File: src/rtl/cpu_types_pkg.sv
// Shared CPU types: data word, register index and the memory-stage FSM states.
package cpu_types_pkg;

  typedef logic [31:0] word_t;
  typedef logic [4:0]  regbits_t;

  typedef enum logic {
    RUN    = 1'b0,
    HALTED = 1'b1
  } memstage_state_t;

  // Width of the stall watchdog counter.
  localparam int WD_CNT_W = 16;

endpackage

File: src/rtl/memwb_reg.sv
// MEM/WB pipeline register.
// A bubble clears the write-enable, register index and data.
// The halt flag is only updated on non-bubble loads, so it is held through bubbles.
module memwb_reg
  import cpu_types_pkg::*;
(
  input  logic     clk_i,
  input  logic     rst_i,
  input  logic     bubble_i,
  input  logic     wen_i,
  input  regbits_t wsel_i,
  input  word_t    wdat_i,
  input  logic     halt_i,
  output logic     wb_wen_o,
  output regbits_t wb_wsel_o,
  output word_t    wb_wdat_o,
  output logic     wb_halt_o
);

  logic     wen_q, wen_d;
  regbits_t wsel_q, wsel_d;
  word_t    wdat_q, wdat_d;
  logic     halt_q, halt_d;

  // Next-state selection: bubble or the incoming stage contents.
  always_comb begin
    wen_d  = wen_i;
    wsel_d = wsel_i;
    wdat_d = wdat_i;
    halt_d = halt_i;
    if (bubble_i) begin
      wen_d  = 1'b0;
      wsel_d = '0;
      wdat_d = '0;
      halt_d = halt_q;
    end
  end

  // Latch register with asynchronous clear.
  always_ff @(posedge clk_i or posedge rst_i) begin
    if (rst_i) begin
      wen_q  <= 1'b0;
      wsel_q <= '0;
      wdat_q <= '0;
      halt_q <= 1'b0;
    end else begin
      wen_q  <= wen_d;
      wsel_q <= wsel_d;
      wdat_q <= wdat_d;
      halt_q <= halt_d;
    end
  end

  assign wb_wen_o  = wen_q;
  assign wb_wsel_o = wsel_q;
  assign wb_wdat_o = wdat_q;
  assign wb_halt_o = halt_q;

endmodule

File: src/rtl/memory_stage.sv
// Memory stage: dcache request/dhit handshake, branch/jump redirect,
// stall generation and the MEM/WB latch.
// Optional stall watchdog compiled in with `define MEMSTAGE_WATCHDOG_EN.
module memory_stage
  import cpu_types_pkg::*;
#(
  parameter int WATCHDOG_LIMIT = 1024
) (
  input  logic     CLK,
  input  logic     RST,
  input  word_t    outputo,
  input  logic     zeroo,
  input  word_t    wdato,
  input  logic     dWENo,
  input  logic     dRENo,
  input  logic     WENo,
  input  word_t    wselo,
  input  logic     write_sigo,
  input  logic     halto,
  input  logic     beqo,
  input  logic     bneo,
  input  logic     jsigo,
  input  logic     jrsigo,
  input  word_t    pcAddrOuto,
  input  word_t    brvalo,
  input  word_t    laddro,
  input  logic     flush,
  input  logic     dhit,
  input  word_t    dmemload,
  output logic     dmemREN,
  output logic     dmemWEN,
  output word_t    dmemaddr,
  output word_t    dmemstore,
  output logic     mem_stall,
  output logic     pc_redirect,
  output word_t    pc_target,
  output logic     wb_WEN,
  output regbits_t wb_wsel,
  output word_t    wb_wdat,
  output logic     wb_halt,
  output logic     mem_err
);

  memstage_state_t state_q;
  logic            run;
  logic            taken;
  logic            bubble;
  word_t           wb_data;
  logic            unused_bits;

  // RST gates the run qualifier directly so requests drop without waiting for an edge.
  assign run = (state_q == RUN) & ~RST;

  assign dmemREN   = dRENo & ~flush & run;
  assign dmemWEN   = dWENo & ~flush & run;
  assign dmemaddr  = outputo;
  assign dmemstore = wdato;
  assign mem_stall = (dmemREN | dmemWEN) & ~dhit;

  assign taken       = (beqo & zeroo) | (bneo & ~zeroo);
  assign pc_redirect = (taken | jsigo | jrsigo) & ~flush & run;
  assign pc_target   = taken ? brvalo : laddro;

  // Writeback data priority: load data, then link value, then ALU result.
  always_comb begin
    wb_data = outputo;
    if (dRENo)           wb_data = dmemload;
    else if (write_sigo) wb_data = pcAddrOuto;
  end

  // Once halted the stage only ever emits bubbles.
  assign bubble = flush | mem_stall | (state_q == HALTED);

  // RUN -> HALTED when a halt leaves the stage; only reset returns to RUN.
  always_ff @(posedge CLK or posedge RST) begin
    if (RST) begin
      state_q <= RUN;
    end else begin
      case (state_q)
        RUN:     if (halto && !flush && !mem_stall) state_q <= HALTED;
        HALTED:  state_q <= HALTED;
        default: state_q <= RUN;
      endcase
    end
  end

  memwb_reg u_memwb (
    .clk_i     (CLK),
    .rst_i     (RST),
    .bubble_i  (bubble),
    .wen_i     (WENo),
    .wsel_i    (wselo[4:0]),
    .wdat_i    (wb_data),
    .halt_i    (halto),
    .wb_wen_o  (wb_WEN),
    .wb_wsel_o (wb_wsel),
    .wb_wdat_o (wb_wdat),
    .wb_halt_o (wb_halt)
  );

`ifdef MEMSTAGE_WATCHDOG_EN
  localparam logic [WD_CNT_W-1:0] WD_LIMIT = WD_CNT_W'(WATCHDOG_LIMIT);

  logic [WD_CNT_W-1:0] wd_cnt_q, wd_cnt_d;
  logic                mem_err_q;

  // Count consecutive stall cycles, saturating at the limit.
  always_comb begin
    wd_cnt_d = '0;
    if (mem_stall) begin
      wd_cnt_d = (wd_cnt_q == WD_LIMIT) ? wd_cnt_q : wd_cnt_q + 1'b1;
    end
  end

  // Counter register and sticky error flag.
  always_ff @(posedge CLK or posedge RST) begin
    if (RST) begin
      wd_cnt_q  <= '0;
      mem_err_q <= 1'b0;
    end else begin
      wd_cnt_q <= wd_cnt_d;
      if (wd_cnt_d == WD_LIMIT) mem_err_q <= 1'b1;
    end
  end

  assign mem_err     = mem_err_q;
  assign unused_bits = ^wselo[31:5];
`else
  assign mem_err     = 1'b0;
  assign unused_bits = (^wselo[31:5]) ^ (WATCHDOG_LIMIT == 0);
`endif

endmodule

File: config.mk
export PLATFORM = sky130hd
export DESIGN_NAME = memory_stage
export DESIGN_NICKNAME = d
export VERILOG_FILES = /design/src/rtl/cpu_types_pkg.sv /design/src/rtl/memwb_reg.sv /design/src/rtl/memory_stage.sv
export SDC_FILE = /design/constraint.sdc
export NUM_CORES = 1
export LEC_CHECK = 0
export ABC_CLOCK_PERIOD_IN_PS = 1500
export CORE_AREA = 4 4 145 147
export DETAILED_ROUTE_END_ITERATION = 8
export DIE_AREA = 0 0 149 151
export PLACE_DENSITY = 0.49
export SETUP_SLACK_MARGIN = 0.15
export SYNTH_ARGS = -nofsm -noshare
export SYNTH_HDL_FRONTEND = slang
export SYNTH_SLANG_ARGS = --single-unit
File: constraint.sdc
create_clock -name CLK -period 1.5 [get_ports CLK]
set_input_delay 0.225 -clock CLK [delete_from_list [all_inputs] [get_ports CLK]]
set_output_delay 0.225 -clock CLK [all_outputs]
set_load 0.01 [all_outputs]
**Word level (Yosys, flattened, before mapping)**

Index checks and enable logic that the tools add are counted.

- Reductions and logical operators: 4
- Multiplexer cells: 8
- Bitwise logic cells: 21

Operator list:

| operator | number |
|---|---|
| 32-bit two-way mux | 4 |
| 1-bit bitwise AND | 10 |
| 1-bit OR | 6 |
| 5-bit two-way mux | 1 |
| 1-bit inverter | 5 |
| 1-bit logical AND | 2 |
| 1-bit logical NOT | 2 |
| 1-bit two-way mux | 2 |
| 1-bit case mux with 2 select lines | 1 |

- Output and inout port bits: 140
- Bits of input ports: 238
- Word-level logic and storage cells: 38
- Register bits: 40

**Longest topological paths before layout**

- Depth in word-level cells: 9
- Mapped depth: 5

**Modules after synthesis**

Synthesis repeated with hierarchy kept, for this count alone.

- Cell total of the unflattened synthesis: 306
- Area total of the unflattened synthesis: 3035.4 um^2

By module, submodules not included:

| module | times used | cells each | area each (um^2) | seq. area each (um^2) |
|---|---|---|---|---|
| memory_stage | 1 | 223 | 1770.4 | 25.0 |
| memwb_reg | 1 | 83 | 1265.0 | 975.9 |

**Worst setup path before layout**

No wires, ideal clock.

- Path kind: input -> output
- Start point: in zeroo
- End point: out pc_target[10]
- Data required time: 1275 ps
- Stages on the path: 3
- Arrival time: 1084 ps
- Path slack: 191 ps
- Cell sequence: mux2i_4 clkbuf_8 mux2_2

- Cells in the longest elaborated chain, start to end: 4
- Elaborated cells between the ends (all ways): 5

RTL lines:

| what | line | source |
|---|---|---|
| start: declaration | memory_stage.sv:12 | `input logic zeroo,` |
| 1-bit inverter | memory_stage.sv:60 | `assign taken = (beqo & zeroo) \| (bneo & ~zeroo);` |
| 1-bit bitwise AND | memory_stage.sv:60 |  |
| 1-bit OR (*) | memory_stage.sv:60 |  |
| 32-bit two-way mux (*) | memory_stage.sv:62 | `assign pc_target = taken ? brvalo : laddro;` |
| end: declaration | memory_stage.sv:36 | `output word_t pc_target,` |

Every way passes the cells marked *; elsewhere a longest branch is shown, timed or not.

**Worst setup path in the final report**

- Start point: in zeroo
- End point: out pc_target[24]

Same word-level chain as after synthesis.

==> summary.md <==
| Metric | Value |
|---|---|
| Post-synthesis cell type count | `23` |
| Async S/R FF share, synth | `100.0%` |
| CP arrival | `1.39 ns` |
| Crit Path Max Fanout | `5` |
| DR vias | `2893` |
| Syn avg cell area | `10.99 um^2` |
| Die W | `approximately 150 um` |
| Comb power frac | `between 30% and 40%` |
| Static leakage power | `roughly 3.0 nW` |
| Final nets | `between 700 and 800` |
| Area contributors post-synth | `dfrtp_1 (34%), mux2_2 (21%), buf_4 (18%)` |
| Routed len/inst | `approximately 19 um` |
| Placed cells | `roughly 760` |
| Grt total ovfl | `0` |
| Ys flop type | `dfrtp_1` |
| CP max stage delay | `about 0.3 ns` |
| GP Congestion | `0.8438` |
| Final Slew Violations | `0` |
| Synth top area share | `33.86%` |
| DRC errors left | `0` |
| Vias in the first global route | `around 3300` |
| Sw frac | `24.14%` |
| Post-Layout Cell Count | `a little under 800` |
| Worst Slack Setup Final | `-0.1173 ns` |
| Area Growth Syn to Fin | `108.9%` |
| Worst path required time | `1.27 ns` |
| Max VDD drop | `308.7 uV` |
| WS Path Type | `input port to primary output` |
| Post-Syn Area | `a little under 0.003 mm^2` |
| Clock skew | `around 0.0056 ns` |
| Layout cells sized above 1 | `29.07%` |
| Synth top cells by count | `buf_4 (69), mux2_2 (55), dfrtp_1 (40), nor2_1 (34), mux2i_1 (32)` |
| Diodes inserted | `0` |
| Initial core utilization | `between 10 and 15%` |
| Die Ht | `151 um` |
| Power Internal | `~0.0027 W` |
| Min Tclk post-route | `between 1.5 and 2 ns` |
| Post-DRT Antenna Nets | `0` |
| Antenna violations before repair | `0` |
| Cell taking the most area after synthesis | `dfrtp_1` |
| Failing checks | `negative setup slack` |
| Die area | `roughly 0.022 mm^2` |
| Global Route Usage Sum | `around an eighth` |
| R2R depth | `6` |
| Ys Warns | `0` |
| Final hold slack | `approximately 0.16 ns` |
| Post-synth EDFFs | `0` |
| Worst path most repeated cell | `buf_6` |
| Critical Path Sink Type | `primary output` |
| Top Ports | `378` |
| Top Family by Delay on Critical Path | `multiplexers` |
| Outcome | `finished, violations left` |
| Switching power | `0.0008512 W` |
| Cell Rows | `52` |
| Yosys reg bits | `40` |
| CTS Hold Buffers Added | `0` |
| Global-route wire length before repair | `20.45 mm` |
| Post-DP HPWL | `roughly 13 mm` |
| Fmax achieved | `618.3 MHz` |
| Mapped Nets | `~510` |
| Bufs and invs on worst path | `5` |
| Slowest CP cell | `mux2_4` |
| CTS tree | `yes` |
| Clock sink count | `40` |
| Clk buf depth | `2` |
| Clk pwr share | `between 30% and 40%` |
| Period utilization | `107.8%` |
| Cells after Synth | `269` |
| Root Buffer | `clkbuf_16` |
| Power per cell area | `between 500 and 600 mW/mm^2` |
| Pre-Repair DR Iteration Count | `4` |
| Htree depth | `2` |
| Final WL | `between 10 and 15 mm` |
| R2r setup slk | `approximately 0.20 ns` |
| RSZ-0062 raised after global routing | `true` |
| DR vias/cell | `3.681` |
| Seq/Total Area, Yosys | `around a third` |
| Sequential share of power | `30.9%` |
| Tightest Hold Check Type | `input port to async pin` |
| Largest net degree at the start of global routing | `33` |
| Worst-path cell chain | `buf_8 -> mux2i_4 -> buf_6 -> buf_6 -> buf_16 -> mux2_4 -> buf_6` |
| PortBufs | `roughly 290` |
| Final setup vio count | `33` |
| Clk Latency, worst-skew pair | `between 0.2 and 0.3 ns` |
| Crit path launch type | `input port` |
| CTS Buf Count | `5` |
| R2R Path End | `u_memwb.wb_wdat_o[6]$_DFF_PP0_` |
| Core area | `approximately 0.02 mm^2` |
| Worst-path clk slew | `0.06 ns` |
| Hold Violations, Final | `0` |
| Reg2reg start | `state_q$_DFF_PP0_` |
| Initial DRC count | `31` |
| Most frequent cell after synthesis | `buf_4` |
| Max_cap viols | `0` |
==> cell families (layout without fill, tap and decap cells) <==
group           count (synthesis)  count (layout)  synth area share [%]
simple gates                   46              46                 7.025
mux                            98              98                 36.73
buf+inv                        81             328                 20.99
other cells                     1               1                0.1268
compound gates                  3               3                 1.270
flops                          40              40                 33.86
==> cells in the final DEF (no fill, tap or decap), types with 3 or more instances in the layout <==
cell type	n
clkdlybuf4s50_1	169
dlygate4sd2_1	74
buf_6	40
dfrtp_1	40
nor2_1	33
mux2_4	33
mux2i_1	32
mux2_2	25
buf_4	17
mux2_1	7
and3_1	6
clkbuf_16	6
buf_2	6
buf_12	4
buf_16	3
==> worst reg2reg max path: cells and delay by family, from the launching register on <==
family                 cells  cell delay (ns)
buffers and inverters      3             0.55
AOI/OAI and AO/OA          1             0.09
and+or+nand+nor            2             0.21
DFF                        1             0.39
==> power by group through the flow <==
stage	Clock [W]	Combinational [W]	Sequential, W
after detailed placement	0	0.00128	0.00111
after CTS	0.00113	0.00139	0.00109
after global placement	0	0.00127	0.00111
final	0.00106	0.00137	0.00109
after floorplan	0	0.000563	0.00111
after global routing	0.00118	0.00146	0.00109
==> metal layers <==
layer	track usage (%)	up-vias	part of all wire, %	wire length, um
met2	24.80	215	56	8264
li1	-	1332	-	-
met3	4.847	10	11	1680
met4	3.387	0	1.8	265
met1	11.06	1336	31	4601
met5	0	-	0	0
==> how the worst max path moves through the flow <==
stage | slack (ns) | end | cells after the start | startpoint
finish | -0.12 | pc_target[24] | 7 | zeroo
global route | -0.14 | pc_target[24] | 7 | zeroo
CTS | -0.11 | pc_target[17] | 7 | zeroo
detailed placement | -0.90 | pc_target[13] | 5 | zeroo
global placement | -0.85 | pc_target[18] | 5 | zeroo
floorplan | 0.19 | pc_target[10] | 3 | zeroo
==> area by class of cell <==
type	instances	area (um^2)
clock buffer	8	146.4
fill	2109	13730
inverter	2	7.507
multi-input combinational	148	1474
sequential	40	1001
tap	270	337.8
timing repair buffer	318	3211
==> registers in the layout, summed over array words and instances, names as in the netlist <==
signal and count:
u_memwb.wb_wdat_o 32, u_memwb.wb_wsel_o 5, state_q 1, u_memwb.wb_halt_o 1, u_memwb.wb_wen_o 1
==> through the flow <==
step / instance area, um^2 / utilization, % / TNS [ns] / setup slack, ns / power (W)
after floorplan: 2957 / - / 0 / 0.1915 / 0.001677
after global placement: 5709 / 28.68 / -37.90 / -0.8526 / 0.002381
after detailed placement: 5709 / 28.68 / -38.70 / -0.9008 / 0.002387
after CTS: 6132 / 30.80 / -2.267 / -0.1144 / 0.003605
after global routing: 6177 / 31.03 / -2.965 / -0.1422 / 0.003729
final: 6177 / 31.03 / -1.763 / -0.1173 / 0.003527
==> what timing repair did <==
action / CTS / global route
gates resized for setup: 318 / 3
cloned: 5 / 1
pin swaps: 2 / 2
endpoints found under the hold margin: 0 / 0
buffers inserted: 8 / 1
endpoints found under the setup margin: 141 / 54
(Power assumes the default switching activity.)
